==> config.mk <==
export PLATFORM = sky130hd
export DESIGN_NAME = rx_control
export DESIGN_NICKNAME = d
export VERILOG_FILES = /design/src/rtl/uart_pkg.sv /design/src/rtl/timeout_timer.sv /design/src/rtl/rx_control.sv
export SDC_FILE = /design/constraint.sdc
export NUM_CORES = 1
export LEC_CHECK = 0
export ABC_AREA = 1
export CORE_MARGIN = 3
export CORE_UTILIZATION = 40
export DETAILED_ROUTE_END_ITERATION = 12
export GPL_TIMING_DRIVEN = 0
export PLACE_DENSITY = 0.59
export REMOVE_ABC_BUFFERS = 1
export SYNTH_ARGS = -nofsm -noshare
export SYNTH_HDL_FRONTEND = slang
export SYNTH_SLANG_ARGS = --single-unit
==> constraint.sdc <==
create_clock -name clk -period 1.75 [get_ports clk]
set_input_delay 0.4375 -clock clk [delete_from_list [all_inputs] [get_ports clk]]
set_output_delay 0.4375 -clock clk [all_outputs]
set_load 0.1 [all_outputs]
==> src/rtl/uart_pkg.sv <==
// -----------------------------------------------------------------------------
// uart_pkg
//   Shared definitions for the UART link control blocks (rx_control and
//   tx_control): data widths and the receive-side state encoding.
//
//   Contents
//     BYTE_W      width of one UART character
//     WORD_W      width of one assembled datapath word (two characters)
//     rx_state_t  receive word-assembler state
//     pack_word   helper that forms {high, low} from two bytes
// -----------------------------------------------------------------------------
package uart_pkg;

    localparam int BYTE_W = 8;
    localparam int WORD_W = 16;

    // The encoding is visible on the rx_control debug port (id).
    // Software tools decode it, so these values must not be renumbered.
    typedef enum logic [1:0] {
        IDLE    = 2'd0,
        WAIT_HI = 2'd1,
        DONE    = 2'd2
    } rx_state_t;

    // Words are sent low byte first.
    // The first byte received is therefore the low half of the word.
    function automatic logic [WORD_W-1:0] pack_word(
        input logic [BYTE_W-1:0] hi,
        input logic [BYTE_W-1:0] lo
    );
        return {hi, lo};
    endfunction

endpackage : uart_pkg

==> src/rtl/timeout_timer.sv <==
// -----------------------------------------------------------------------------
// timeout_timer
//   Counts clk cycles while enabled and flags when TIMEOUT_CYCLES-1 has been
//   reached. The counter saturates at that value and never wraps, so a stuck
//   enable cannot produce a second, spurious expiry.
//
//   Parameters
//     TIMEOUT_CYCLES  number of counted cycles that make up one timeout (>= 2)
//
//   Ports
//     clk      in   1  system clock
//     reset    in   1  synchronous, active-high; count returns to 0
//     clear    in   1  restart counting from 0 (has priority over enable)
//     enable   in   1  advance the count by one this cycle
//     expired  out  1  count has reached TIMEOUT_CYCLES-1
// -----------------------------------------------------------------------------
module timeout_timer #(
    parameter int TIMEOUT_CYCLES = 1_000_000
) (
    input  logic clk,
    input  logic reset,
    input  logic clear,
    input  logic enable,
    output logic expired
);

    localparam int CNT_W = $clog2(TIMEOUT_CYCLES);
    localparam logic [CNT_W-1:0] LAST = CNT_W'(TIMEOUT_CYCLES - 1);

    logic [CNT_W-1:0] count_q;
    logic [CNT_W-1:0] count_d;

    always_comb begin
        count_d = count_q;
        if (clear) begin
            count_d = '0;
        end else if (enable && (count_q != LAST)) begin
            count_d = count_q + CNT_W'(1);
        end
    end

    always_ff @(posedge clk) begin
        if (reset) begin
            count_q <= '0;
        end else begin
            count_q <= count_d;
        end
    end

    // Derived from a register.
    // The owner samples it in the same cycle that it holds.
    assign expired = (count_q == LAST);

endmodule : timeout_timer

==> src/rtl/rx_control.sv <==
// -----------------------------------------------------------------------------
// rx_control
//   Receive-side word assembler. Two consecutive bytes from uart_rx (low byte
//   first) are packed into one 16-bit word and announced with a one-cycle
//   strobe. If the high byte does not arrive within TIMEOUT_CYCLES, the partial
//   word is dropped and err pulses. A receiver error also drops the partial
//   word and pulses err.
//
//   Parameters
//     TIMEOUT_CYCLES  max cycles allowed between low and high byte (>= 2)
//
//   Ports
//     clk         in   1   system clock
//     reset       in   1   synchronous, active-high
//     rx_ready    in   1   pulse: rx_data carries a new byte
//     rx_data     in   8   received byte
//     rx_error    in   1   pulse: framing / stop-bit error in uart_rx
//     word_data   out  16  last assembled word {high,low}, held between words
//     word_valid  out  1   pulse: word_data was updated this cycle
//     err         out  1   pulse: partial word discarded
//     id          out  2   current state encoding (debug)
// -----------------------------------------------------------------------------
module rx_control
    import uart_pkg::*;
#(
    parameter int TIMEOUT_CYCLES = 1_000_000
) (
    input  logic              clk,
    input  logic              reset,
    input  logic              rx_ready,
    input  logic [BYTE_W-1:0] rx_data,
    input  logic              rx_error,
    output logic [WORD_W-1:0] word_data,
    output logic              word_valid,
    output logic              err,
    output logic [1:0]        id
);

    rx_state_t         state_q, state_d;
    logic [BYTE_W-1:0] low_q, low_d;
    logic [WORD_W-1:0] word_q, word_d;
    logic              valid_q, valid_d;
    logic              err_q, err_d;

    logic timer_clear;
    logic timer_enable;
    logic timer_expired;

    // The timer only runs in WAIT_HI.
    // It is held at zero in every other state. As a result, WAIT_HI is always
    // entered with a fresh count, whether it is entered from IDLE or from DONE.
    assign timer_clear  = (state_q != WAIT_HI);
    assign timer_enable = (state_q == WAIT_HI) && !rx_ready;

    timeout_timer #(
        .TIMEOUT_CYCLES(TIMEOUT_CYCLES)
    ) u_timer (
        .clk    (clk),
        .reset  (reset),
        .clear  (timer_clear),
        .enable (timer_enable),
        .expired(timer_expired)
    );

    always_comb begin
        state_d = state_q;
        low_d   = low_q;
        word_d  = word_q;
        valid_d = 1'b0;
        err_d   = 1'b0;

        case (state_q)
            IDLE: begin
                // No partial word is held here.
                // A receiver error is therefore silently ignored.
                if (rx_error) begin
                    state_d = IDLE;
                end else if (rx_ready) begin
                    low_d   = rx_data;
                    state_d = WAIT_HI;
                end
            end

            WAIT_HI: begin
                if (rx_error) begin
                    // An error with a simultaneous byte still aborts.
                    // The low byte cannot be trusted to pair with it.
                    low_d   = '0;
                    err_d   = 1'b1;
                    state_d = IDLE;
                end else if (rx_ready) begin
                    // A byte on the expiry cycle still completes the word.
                    word_d  = pack_word(rx_data, low_q);
                    valid_d = 1'b1;
                    state_d = DONE;
                end else if (timer_expired) begin
                    low_d   = '0;
                    err_d   = 1'b1;
                    state_d = IDLE;
                end
            end

            DONE: begin
                // A byte here is the low half of the next word.
                // It is taken straight away, so full-rate streams lose nothing.
                if (rx_error) begin
                    state_d = IDLE;
                end else if (rx_ready) begin
                    low_d   = rx_data;
                    state_d = WAIT_HI;
                end else begin
                    state_d = IDLE;
                end
            end

            default: begin
                state_d = IDLE;
                low_d   = '0;
            end
        endcase
    end

    always_ff @(posedge clk) begin
        if (reset) begin
            state_q <= IDLE;
            low_q   <= '0;
            word_q  <= '0;
            valid_q <= 1'b0;
            err_q   <= 1'b0;
        end else begin
            state_q <= state_d;
            low_q   <= low_d;
            word_q  <= word_d;
            valid_q <= valid_d;
            err_q   <= err_d;
        end
    end

    assign word_data  = word_q;
    assign word_valid = valid_q;
    assign err        = err_q;
    assign id         = state_q;

endmodule : rx_control

==> impl_metrics.yaml <==
outcome:
  outcome: "complete, no violations"
finish:
  regArea_um2: 965
  layoutNonFillerInstCount: 446
  n_antenna_cell: 0
  nFillCells: 591
  nets: 387
  layout_commonest_cell: "nand2_1"
  multi_input_area_um2: 1300
  drive_above_1_share_pct: 17.9
  area_delta_synth_final_pct: 22.7
  final_cell_mix: "nand2_1 (83), nor2_1 (57), dfxtp_1 (45)"
routing:
  drc_errors: 0
  drt-total-wl_mm: 5.44
  avgRoutedWirePerCell_um: 12.2
  ant_nets: 0
  vias: 2166
  drt_iter0_markers: 85
  drt_pass1_iterations: 4
  vias_per_cell: 4.86
clocking:
  htreeDepth: 2
  cts_hold_buf: 0
  clk_pin_slew_ns: 0.10
  cts_buffers: 5
  clock_sinks: 48
  cts_tree: "yes"
  clkLatencyLatePin_ns: 0.30
  root_buffer: "clkbuf_8"
  cts.path.max_buffers: 2
grt:
  use_met2_pct: 23.8
  gr-total-overflow: 0
  grt.met1_usage_pct: 22.1
  antenna_found_initial: 0
  grt.busiest_layer: "met2"
  grt_util_met3_pct: 3.16
  grt_usage_pct: 15.4
  grt_pass1_vias: 2029
  grt_pass1_wl_mm: 9.13
  grt_max_degree: 26
critical_path:
  endpoint_kind: "output port"
  startpoint_type: "flop"
  path_buf_inv: 1
  crit_chain: "clkdlybuf4s18_2"
  cpPeakStageDelay_ns: 0.56
  slowest_stage: "clkdlybuf4s18_2"
  crit_type: "reg -> out"
  crit_family: "buffers and inverters"
  r2r_slack_ns: 0.14
  required_ns: 1.31
  worstRegToRegCells: 8
  crit_fanout: 2
  r2r-end: "low_q[4]"
  regToRegStartpoint: "u_timer.count_q[0]"
  cp_data_arrival_time_ns: 1.25
sta:
  worst_slew_pin_slew_ns: 0.572
  skew_ns: 0.0150
  slew_viol_final: 0
  period_share_pct: 96.6
  setup_viol: 0
  rsz0062_at_grt: "false"
  layout_min_cycle_time_ns: 1.69
  slew_headroom_pct: 61.8
  hold_viol: 0
  max_freq_mhz: 592
  whs_ns: 0.477
yosys:
  ys_seq_area_share_pct: 39.7
  avgSynthCellArea_um2: 7.08
  synth_area_um2: 2420
  ys_ff_latch: 48
  yosysWarningCount: 0
  ys_types: 31
  syn_inst: 342
placement:
  io_buffers: 31
  gp_congestion: 0.812
  dp_hpwl_mm: 3.54
  placed_cells: 435
hold_path:
  hold_path_class: "reg -> reg"
  hold_depth: 2
  whs_endpoint: "word_data[7]"
  min-delay-start: "low_q[7]"
floorplanning:
  rows: 27
  start_util_pct: 42.7
  die_y_um: 83.8
  die_w_um: 83.8
  io_pins: 32
  die_area_um2: 7030
  core-area_um2: 5680
pwr:
  power_density_nw_per_um2: 791
  p_leak_nw: 1.08
  irDropWorstVdd_mv: 0.535
job:
  drv_cap: 0
## area by class of cell
class | count | share of cell area (%)
clock buffers | 5 | 2.32
clock inverters | 2 | 2.02
well taps | 72 | 3.03
inverters | 37 | 5.14
repair buffers | 32 | 11.3
multi-input cells | 250 | 43.7
flip-flops and latches | 48 | 32.5
## synth_stat cells, drive strengths merged
| cell | number | area (um^2) |
|---|---|---|
| nand2 | 93 | 374 |
| nor2 | 64 | 292 |
| dfxtp | 48 | 961 |
| inv | 37 | 144 |
| a21oi | 28 | 144 |
| o21ai | 23 | 115 |
| nand3 | 15 | 125 |
| buf | 9 | 72.6 |
| nand4 | 7 | 43.8 |
| nand3b | 5 | 37.5 |
| nor3 | 4 | 35.0 |
| nor3b | 2 | 20.0 |
| xnor2 | 2 | 17.5 |
| xor2 | 2 | 17.5 |
| clkbuf | 1 | 3.75 |
| ha | 1 | 12.5 |
| o211ai | 1 | 7.51 |
## repair_timing
action | CTS | global route
setup buffers | 1 | 0
cloned | 1 | 2
pin swaps | 1 | 1
resized for setup | 65 | 10
setup endpoints to repair | 46 | 30
## per-stage QoR
step | total power, W | worst slack [ns] | setup TNS, ns | instance area [um^2] | utilization (%)
global route | 0.00242 | 0.0140 | 0 | 2970 | 52.4
CTS | 0.00236 | 0.00688 | 0 | 2930 | 51.7
floorplan | 0.00135 | -0.527 | -16.90 | 2350 | -
detailed placement | 0.00142 | -0.501 | -11.72 | 2750 | 48.4
global placement | 0.00142 | -0.491 | -11.49 | 2750 | 48.4
finish | 0.00235 | 0.0596 | 0 | 2970 | 52.4
## where the power goes
group	switching (W)	total [W]	internal [W]
clock	0.000381	0.000944	0.000563
sequential	0.0000114	0.00113	0.00112
combinational	0.000194	0.000275	0.0000804
## state kept, by name (all words and copies together) (netlist names)
register	cells
err	1
word_data	16
word_valid	1
u_timer.count_q	20
id	2
low_q	8
## how the worst max path moves through the flow
stage | to | from | cells past startpoint | slack, ns
floorplan | low_q[7] | id[0] | 9 | -0.53
global placement | low_q[7] | rx_error | 9 | -0.49
detailed placement | low_q[7] | rx_ready | 8 | -0.50
CTS | id[0] | id[0] | 1 | 0.007
global route | id[1] | id[1] | 1 | 0.01
finish | id[1] | id[1] | 1 | 0.06
## logic make-up after synthesis
logic type	synth area share (%)
simple gates	38.3
xor+xnor	1.45
compound gates	11.0
buf+inv	9.09
fa+ha+maj	0.516
flops	39.7
## metal layers
layer	part of all wire (%)	up-vias	wire (um)
li1	-	1150	-
met1	55	984	2980
met2	42	30	2280
met3	2.7	2	146
met4	0.48	0	26
met5	0	-	0
No activity file was read; power rests on OpenSTA's default activity.
